$ cat config.mk
export PLATFORM = sky130hd
export DESIGN_NAME = plane_hit_ctrl
export DESIGN_NICKNAME = d
export VERILOG_FILES = /design/src/rtl/plane_hit_ctrl.sv
export SDC_FILE = /design/constraint.sdc
export NUM_CORES = 1
export LEC_CHECK = 0
export ABC_CLOCK_PERIOD_IN_PS = 2000
export BUFFER_PORTS_ARGS = -buffer_cell sky130_fd_sc_hd__buf_2
export CORE_UTILIZATION = 35
export DETAILED_ROUTE_END_ITERATION = 12
export HOLD_SLACK_MARGIN = 0.12
export PLACE_DENSITY = 0.64
export SETUP_SLACK_MARGIN = 0.05
export SLEW_MARGIN = 20
export SYNTH_ARGS = -nofsm -noshare
export SYNTH_HDL_FRONTEND = slang
export SYNTH_SLANG_ARGS = --single-unit
$ cat constraint.sdc
create_clock -name clk -period 2 [get_ports clk]
set_input_delay 0.2 -clock clk [delete_from_list [all_inputs] [get_ports clk]]
set_output_delay 0.2 -clock clk [all_outputs]
set_load 0.05 [all_outputs]
$ cat src/rtl/plane_hit_ctrl.sv
// plane_hit_ctrl: per-frame player collision commit, explosion hold, lives, invulnerability and game over
// Ports: clk/rst (async active-high); clk_move movement clock (synchronized here);
//   x/y current pixel; myplane_en/enemy_en/ebullet_en sprite pixel enables; myplane_exist plane present;
//   restart new-game pulse; boom/invuln/game_over registered state decodes; lives remaining; hit_pulse per committed hit.
module plane_hit_ctrl #(
  parameter int LIVES        = 3,
  parameter int BOOM_HOLD    = 32,
  parameter int INVULN_TICKS = 64,
  parameter int H_ACTIVE     = 640,
  parameter int V_ACTIVE     = 480
) (
  input  logic       clk,
  input  logic       rst,
  input  logic       clk_move,
  input  logic [9:0] x,
  input  logic [9:0] y,
  input  logic       myplane_en,
  input  logic       enemy_en,
  input  logic       ebullet_en,
  input  logic       myplane_exist,
  input  logic       restart,
  output logic       boom,
  output logic       invuln,
  output logic [2:0] lives,
  output logic       game_over,
  output logic       hit_pulse
);
  typedef enum logic [1:0] {ALIVE, BOOM, INVULN, OVER} state_t;
  state_t     state_q, state_d;
  logic [2:0] sync_q, sync_d;
  logic [9:0] px_q, py_q;
  logic [7:0] cnt_q, cnt_d, cnt_inc;
  logic [2:0] lives_q, lives_d;
  logic       pending_q, pending_d;
  logic       boom_q, boom_d, invuln_q, invuln_d, over_q, over_d, hit_q;
  logic       tick, overlap, frame_end, hit;
  always_comb begin
    sync_d    = {sync_q[1:0], clk_move};
    tick      = sync_q[1] & ~sync_q[2];
    overlap   = myplane_en & (enemy_en | ebullet_en) & (x < 10'(H_ACTIVE)) & (y < 10'(V_ACTIVE));
    // compare with the previous pixel so a held corner pixel yields a single pulse
    frame_end = (x == 10'(H_ACTIVE - 1)) && (y == 10'(V_ACTIVE - 1)) &&
                !((px_q == 10'(H_ACTIVE - 1)) && (py_q == 10'(V_ACTIVE - 1)));
    hit       = (state_q == ALIVE) && frame_end && (pending_q || overlap) && myplane_exist;
    // collisions only accumulate while vulnerable, so overlap seen during immunity never leaks into ALIVE
    pending_d = frame_end ? 1'b0 : pending_q | (overlap & (state_q == ALIVE));
    cnt_inc   = cnt_q + 8'd1;
    state_d   = state_q;
    cnt_d     = cnt_q;
    lives_d   = lives_q;
    case (state_q)
      ALIVE: if (hit) begin
        lives_d = lives_q - 3'd1;
        cnt_d   = 8'd0;
        state_d = BOOM;
      end
      BOOM: if (tick) begin
        cnt_d = cnt_inc;
        if (cnt_inc == 8'(BOOM_HOLD)) begin
          cnt_d   = 8'd0;
          state_d = (lives_q == 3'd0) ? OVER : INVULN;
        end
      end
      INVULN: if (tick) begin
        cnt_d = cnt_inc;
        if (cnt_inc == 8'(INVULN_TICKS)) begin
          cnt_d   = 8'd0;
          state_d = ALIVE;
        end
      end
      OVER: if (restart) begin
        lives_d = 3'(LIVES);
        cnt_d   = 8'd0;
        state_d = ALIVE;
      end
      default: state_d = ALIVE;
    endcase
    boom_d   = (state_d == BOOM) || (state_d == OVER);
    invuln_d = state_d == INVULN;
    over_d   = state_d == OVER;
  end
  always_ff @(posedge clk or posedge rst)
    if (rst) begin
      state_q   <= ALIVE;
      sync_q    <= 3'd0;
      px_q      <= 10'd0;
      py_q      <= 10'd0;
      cnt_q     <= 8'd0;
      lives_q   <= 3'(LIVES);
      pending_q <= 1'b0;
      boom_q    <= 1'b0;
      invuln_q  <= 1'b0;
      over_q    <= 1'b0;
      hit_q     <= 1'b0;
    end else begin
      state_q   <= state_d;
      sync_q    <= sync_d;
      px_q      <= x;
      py_q      <= y;
      cnt_q     <= cnt_d;
      lives_q   <= lives_d;
      pending_q <= pending_d;
      boom_q    <= boom_d;
      invuln_q  <= invuln_d;
      over_q    <= over_d;
      hit_q     <= hit;
    end
  assign boom      = boom_q;
  assign invuln    = invuln_q;
  assign game_over = over_q;
  assign lives     = lives_q;
  assign hit_pulse = hit_q;
endmodule

==> metrics.cfg, run 1 <==
[status]
violations=setup timing
status=finished with violations

[timing]
fmax_mhz=479.4
fin_hold_ws_ps=174.1
relSlewSlack_pct=65.93
drv_slew=0
tightest_slew_ps=511.0
rsz0062_at_grt=yes
clock_skew_ps=9.067
tns_ps=-85.97
period_minus_slack_ps=2086
setup_ws_ps=-85.97
setup_violations=1
finalHoldViolCount=0
finalCritPeriodShare_pct=104.3

[logic_synthesis]
ys_ff_latch=41
synth_area_leaders=dfrtp_1 (49%), ha_1 (4.4%), dfstp_2 (2.6%), nand4b_1 (2.6%), nor2_1 (2.3%)
syn_inst=183
async_reset_ff_share_pct=100.0
synth_edf_count=0
ys_warn_count=0
syn_avg_cell_area_sq_um=10.93
synth_cell_type_count=52
yosys.area.top_type=dfrtp_1
yosysTopAreaCellShare_pct=48.81
ys.flop_type=dfrtp_1
synth.cell_area_sq_um=1999
seq_area_frac_synth_pct=51.44
syn_nets=218

[finish]
area_growth_pct=42.12
final_nets=314
layoutNonFillerInstCount=352
antenna_cells=0
fill_cells=479
register_area_sq_um=1032
drive_gt1_share_pct=33.21
multiInputGateArea_sq_um=930.9

[min_path]
holdCritPathClass=input port to flip-flop
hp-start=myplane_exist

[power]
p_leak_uw=0.001197
vdd_drop_max_uv=357.0
finalPower_uw=1536
power_density_nw_per_um2=540.6

[worst_setup_path]
r2r_start=cnt_q[1]
rrSetupSlack_ps=-90
critPathLaunch=cnt_q[1]
cp_top_family=compound AO/OA/AOI/OAI gates
critical_path_arrival_ps=2280
critPathCapture=invuln
worst_path_max_delay_cell=dfrtp_2
critPathLaunchType=flip-flop
crit_fanout=5
worstReg2RegEnd=invuln
path_depth=6
r2r_cells=6
path_class=flip-flop to flip-flop
critical_path_required_ps=2190
slowest_delay_ps=460
endpoint_kind=flip-flop
path_cells=a211o_1, a2111o_1, a2111oi_4, mux2i_1, a31oi_4, nor3b_2
cp.buffers_inverters=0

[grt]
overflow=0
top_usage_layer=met2
use_met1_pct=21.50
met2_usage_pct=27.88
grtUsageMet3_pct=3.647
grt_pass1_vias=1668
grt_pass1_wl_mm=7.755
grt_max_degree=42
grtUsageTotal_pct=16.74
antenna_found_initial=0

[routing]
drt_wl_total_mm=4.682
via_per_inst=4.991
drtPass1Iterations=4
wl_per_cell_um=13.30
antenna_left=0
drc_errors=0
vias=1757
drt_iter0_drc=76

[cts]
clkTransAtPathRegs_ps=90
cts_buffers=5
insertion_delay_ps=300
cts_max_level=2
cts_root_buf=clkbuf_8
clk_path_buf_depth=2
cts_tree=built
cts_num_sinks=41

[place]
hpwl_mm=3.410
dp.cells=318
globalplace.congestion=0.8705
dp_slack_ps=-148.5
io_buffers=34

[floorplan]
fp.dieH_um=77.58
rows=27
io_pins=35
dieArea_sq_um=6019
dieWidth_um=77.58
start_util_pct=36.31
coreArea_sq_um=5507

[flow_run]
maxCapViolations=0

## power breakdown
part,leakage (uW),switching (uW),internal (uW),total (uW)
Combinational,0.000669,46.6,63.9,111
Sequential,0.000483,6.91,852,859
Clock,0.0000447,315,252,567
## cells by family (layout without fill, tap and decap cells)
logic type               Yosys count  count (layout)  share of synthesized area, %
AND/OR/NAND/NOR                   71              71                         20.96
AO/OA/AOI/OAI                     47              47                         18.27
flip-flops                        41              41                         51.44
buffers and inverters             13             110                         2.878
adder cells (fa/ha/maj)            7               7                         4.380
multiplexers                       4               4                         2.065
## final cells by class
type                       count  share of cell area (%)
clock buffer                   5                   2.422
clock inverter                 3                  0.8807
inverter                      11                   1.453
multi-input combinational    129                   32.76
sequential                    41                   36.33
tap                           72                   3.170
timing repair buffer          91                   22.99
## Yosys cell counts, types with 4 or more instances
cell type and count:
inv_1 11, dfrtp_1 39, or3_1 4, o21ai_0 8, nand4b_1 6, nor2_1 12
nand3_1 7, nand2_1 11, nand4_1 6, o21ai_1 7, ha_1 7, a21oi_1 6
## cells in the final DEF, fill, tap and decap left out, drive strengths merged, types with 3 or more instances in the layout
cell type | Yosys | layout
nor3 | 4 | 4
or3 | 6 | 6
nor2 | 12 | 12
nor2b | 3 | 3
dlygate4sd3 | 0 | 22
clkbuf | 0 | 5
or2 | 3 | 3
nand2 | 11 | 11
dfrtp | 39 | 39
mux2i | 3 | 3
buf | 2 | 69
ha | 7 | 7
o2bb2ai | 3 | 3
a21oi | 6 | 6
o21ai | 15 | 15
nand4 | 6 | 6
inv | 11 | 12
nand2b | 3 | 3
nand3 | 8 | 8
nand4b | 6 | 6
## registers in the layout, indices dropped and copies added (netlist names)
register	cells
px_q	10
py_q	10
cnt_q	8
lives	3
sync_q	3
state_q	2
boom	1
game_over	1
hit_pulse	1
invuln	1
pending_q	1
## worst min path at each step
stage | end | slack, ps | cells after the start
finish | hit_pulse | 170 | 3
global route | hit_pulse | 180 | 3
CTS | px_q[5] | 120 | 2
detailed placement | sync_q[0] | 310 | 1
global placement | sync_q[0] | 310 | 1
floorplan | px_q[0] | 230 | 0
## worst register-to-register path: stages (launching register included)
cell and delay (ps):
dfrtp_2 460, a211o_1 320, a2111o_1 410, a2111oi_4 250
mux2i_1 320, a31oi_4 60, nor3b_2 160
## repair_timing
action / CTS / global route
setup buffers: 0 / 4
hold endpoints to repair: 59 / 1
gates cloned: 0 / 0
pin swaps: 1 / 3
endpoints found under the setup margin: 9 / 12
hold buffers: 21 / 1
gates resized for setup: 2 / 3
## through the flow
stage	area (sq um)	util [%]
finish	2841	51.60
global route	2841	51.60
CTS	2791	50.69
detailed placement	2485	45.13
global placement	2485	45.13
floorplan	2008	-
## per-layer routing
layer,share of wire (%),routed length [um]
met4,1.9,91
met5,0,0
met1,48,2231
met2,47,2206
met3,3.3,153
Power figures use the tool's default switching activity.
==> inputs of run 2 (changes only) <==
Settings changed: GPL_TIMING_DRIVEN set to 0.
==> metrics.cfg, run 2 (synthesized netlist as in run 1, its figures left out) <==
[status]
status=finished with violations
violations=setup timing

[floorplan]
dieArea_sq_um=6019
io_pins=35
dieWidth_um=77.58
fp.dieH_um=77.58
rows=27
start_util_pct=36.31
coreArea_sq_um=5507

[grt]
grt_pass1_vias=1638
grtUsageMet3_pct=3.176
met2_usage_pct=26.46
grt_pass1_wl_mm=7.590
use_met1_pct=21.48
overflow=0
grt_max_degree=26
antenna_found_initial=0
grtUsageTotal_pct=16.16
top_usage_layer=met2

[worst_setup_path]
critical_path_required_ps=2180
critPathLaunchType=flip-flop
path_class=flip-flop to flip-flop
slowest_delay_ps=470
crit_fanout=5
path_cells=a211o_1, a2111o_1, a2111oi_4, mux2i_2, a31oi_4, nor3b_2
critical_path_arrival_ps=2310
worst_path_max_delay_cell=dfrtp_2
endpoint_kind=flip-flop

[power]
power_density_nw_per_um2=555.6
finalPower_uw=1524
p_leak_uw=0.001114
vdd_drop_max_uv=411.8

[timing]
clock_skew_ps=6.167
fmax_mhz=469.5
drv_slew=0
setup_ws_ps=-129.7
tightest_slew_ps=565.7
rsz0062_at_grt=yes
period_minus_slack_ps=2130
relSlewSlack_pct=61.89
finalHoldViolCount=0
setup_violations=2
fin_hold_ws_ps=171.0
finalCritPeriodShare_pct=106.5

[routing]
wl_per_cell_um=13.52
drt_wl_total_mm=4.406
vias=1636
drt_iter0_drc=77
drc_errors=0
drtPass1Iterations=4
antenna_left=0
via_per_inst=5.018

[finish]
drive_gt1_share_pct=31.10
antenna_cells=0
layoutNonFillerInstCount=326
final_cell_mix=dfrtp_1 (34), buf_2 (34), dlygate4sd3_1 (22)
reg_top3=px_q (10), py_q (10), cnt_q (8)
area_growth_pct=37.17
final_nets=288

[cts]
cts_root_buf=clkbuf_8
insertion_delay_ps=300
clk_path_buf_depth=2
cts_max_level=2
clkTransAtPathRegs_ps=90
cts_buffers=5
cts_num_sinks=41
cts_tree=built

[place]
hpwl_mm=3.183
globalplace.congestion=0.8223
io_buffers=34
dp.cells=290

[min_path]
holdCritPathClass=input port to flip-flop

[flow_run]
maxCapViolations=0

## run 2: path summary, 6_finish.rpt
kind	start	end	slack [ps]	depth (start not counted)
max	cnt_q[1]	invuln	-130	6
min	myplane_exist	hit_pulse	170	3
max reg2reg	cnt_q[1]	invuln	-130	6
min reg2reg	sync_q[0]	sync_q[1]	360	0
max in group asynchronous	rst	lives[1]	1040	4
min in group asynchronous	rst	cnt_q[2]	430	3
## run 2: metal layers
metal,vias up,wire length (um)
li1,821,-
met1,785,2161
met2,25,2049
met3,5,132
met4,0,62
met5,-,0
## run 2: area by class of cell
cell class / count / area [sq um]
Sequential cell: 41 / 1035
Clock inverter: 3 / 25.02
Tap cell: 72 / 90.09
Buffer: 2 / 22.52
Inverter: 11 / 41.29
Timing Repair Buffer: 63 / 455.4
Clock buffer: 5 / 68.82
Fill cell: 503 / 2764
Multi-Input combinational cell: 129 / 1005
## run 2: power breakdown
group	switching (uW)	internal, uW	total, uW	leakage, uW
Combinational	44.1	59.8	104	0.000590
Sequential	7.53	852	859	0.000480
Clock	309	252	561	0.0000447
## run 2: through the flow
| step | util (%) | setup WS, ps | setup TNS (ps) | area [sq um] |
|---|---|---|---|---|
| finish | 49.81 | -129.7 | -138.9 | 2743 |
| global placement | 41.20 | -204.9 | -1702 | 2268 |
| floorplan | - | 9.749 | 0 | 2008 |
| CTS | 48.31 | -129.5 | -148.5 | 2660 |
| detailed placement | 41.56 | -226.8 | -2058 | 2288 |
| global route | 49.81 | -182.7 | -457.3 | 2743 |
## run 2: critical path, delay by kind of cell, from the launching register on
kind / cells / cell delay (ps)
AO/OA/AOI/OAI: 4 / 1060
AND/OR/NAND/NOR: 1 / 160
multiplexers: 1 / 320
flip-flops: 1 / 470
## run 2: timing repair
action / in CTS / in global routing
endpoints found under the setup margin: 12 / 13
hold buffers: 22 / 0
pin swaps: 1 / 6
gates resized for setup: 13 / 12
hold endpoints to repair: 37 / 0
setup buffers: 2 / 4
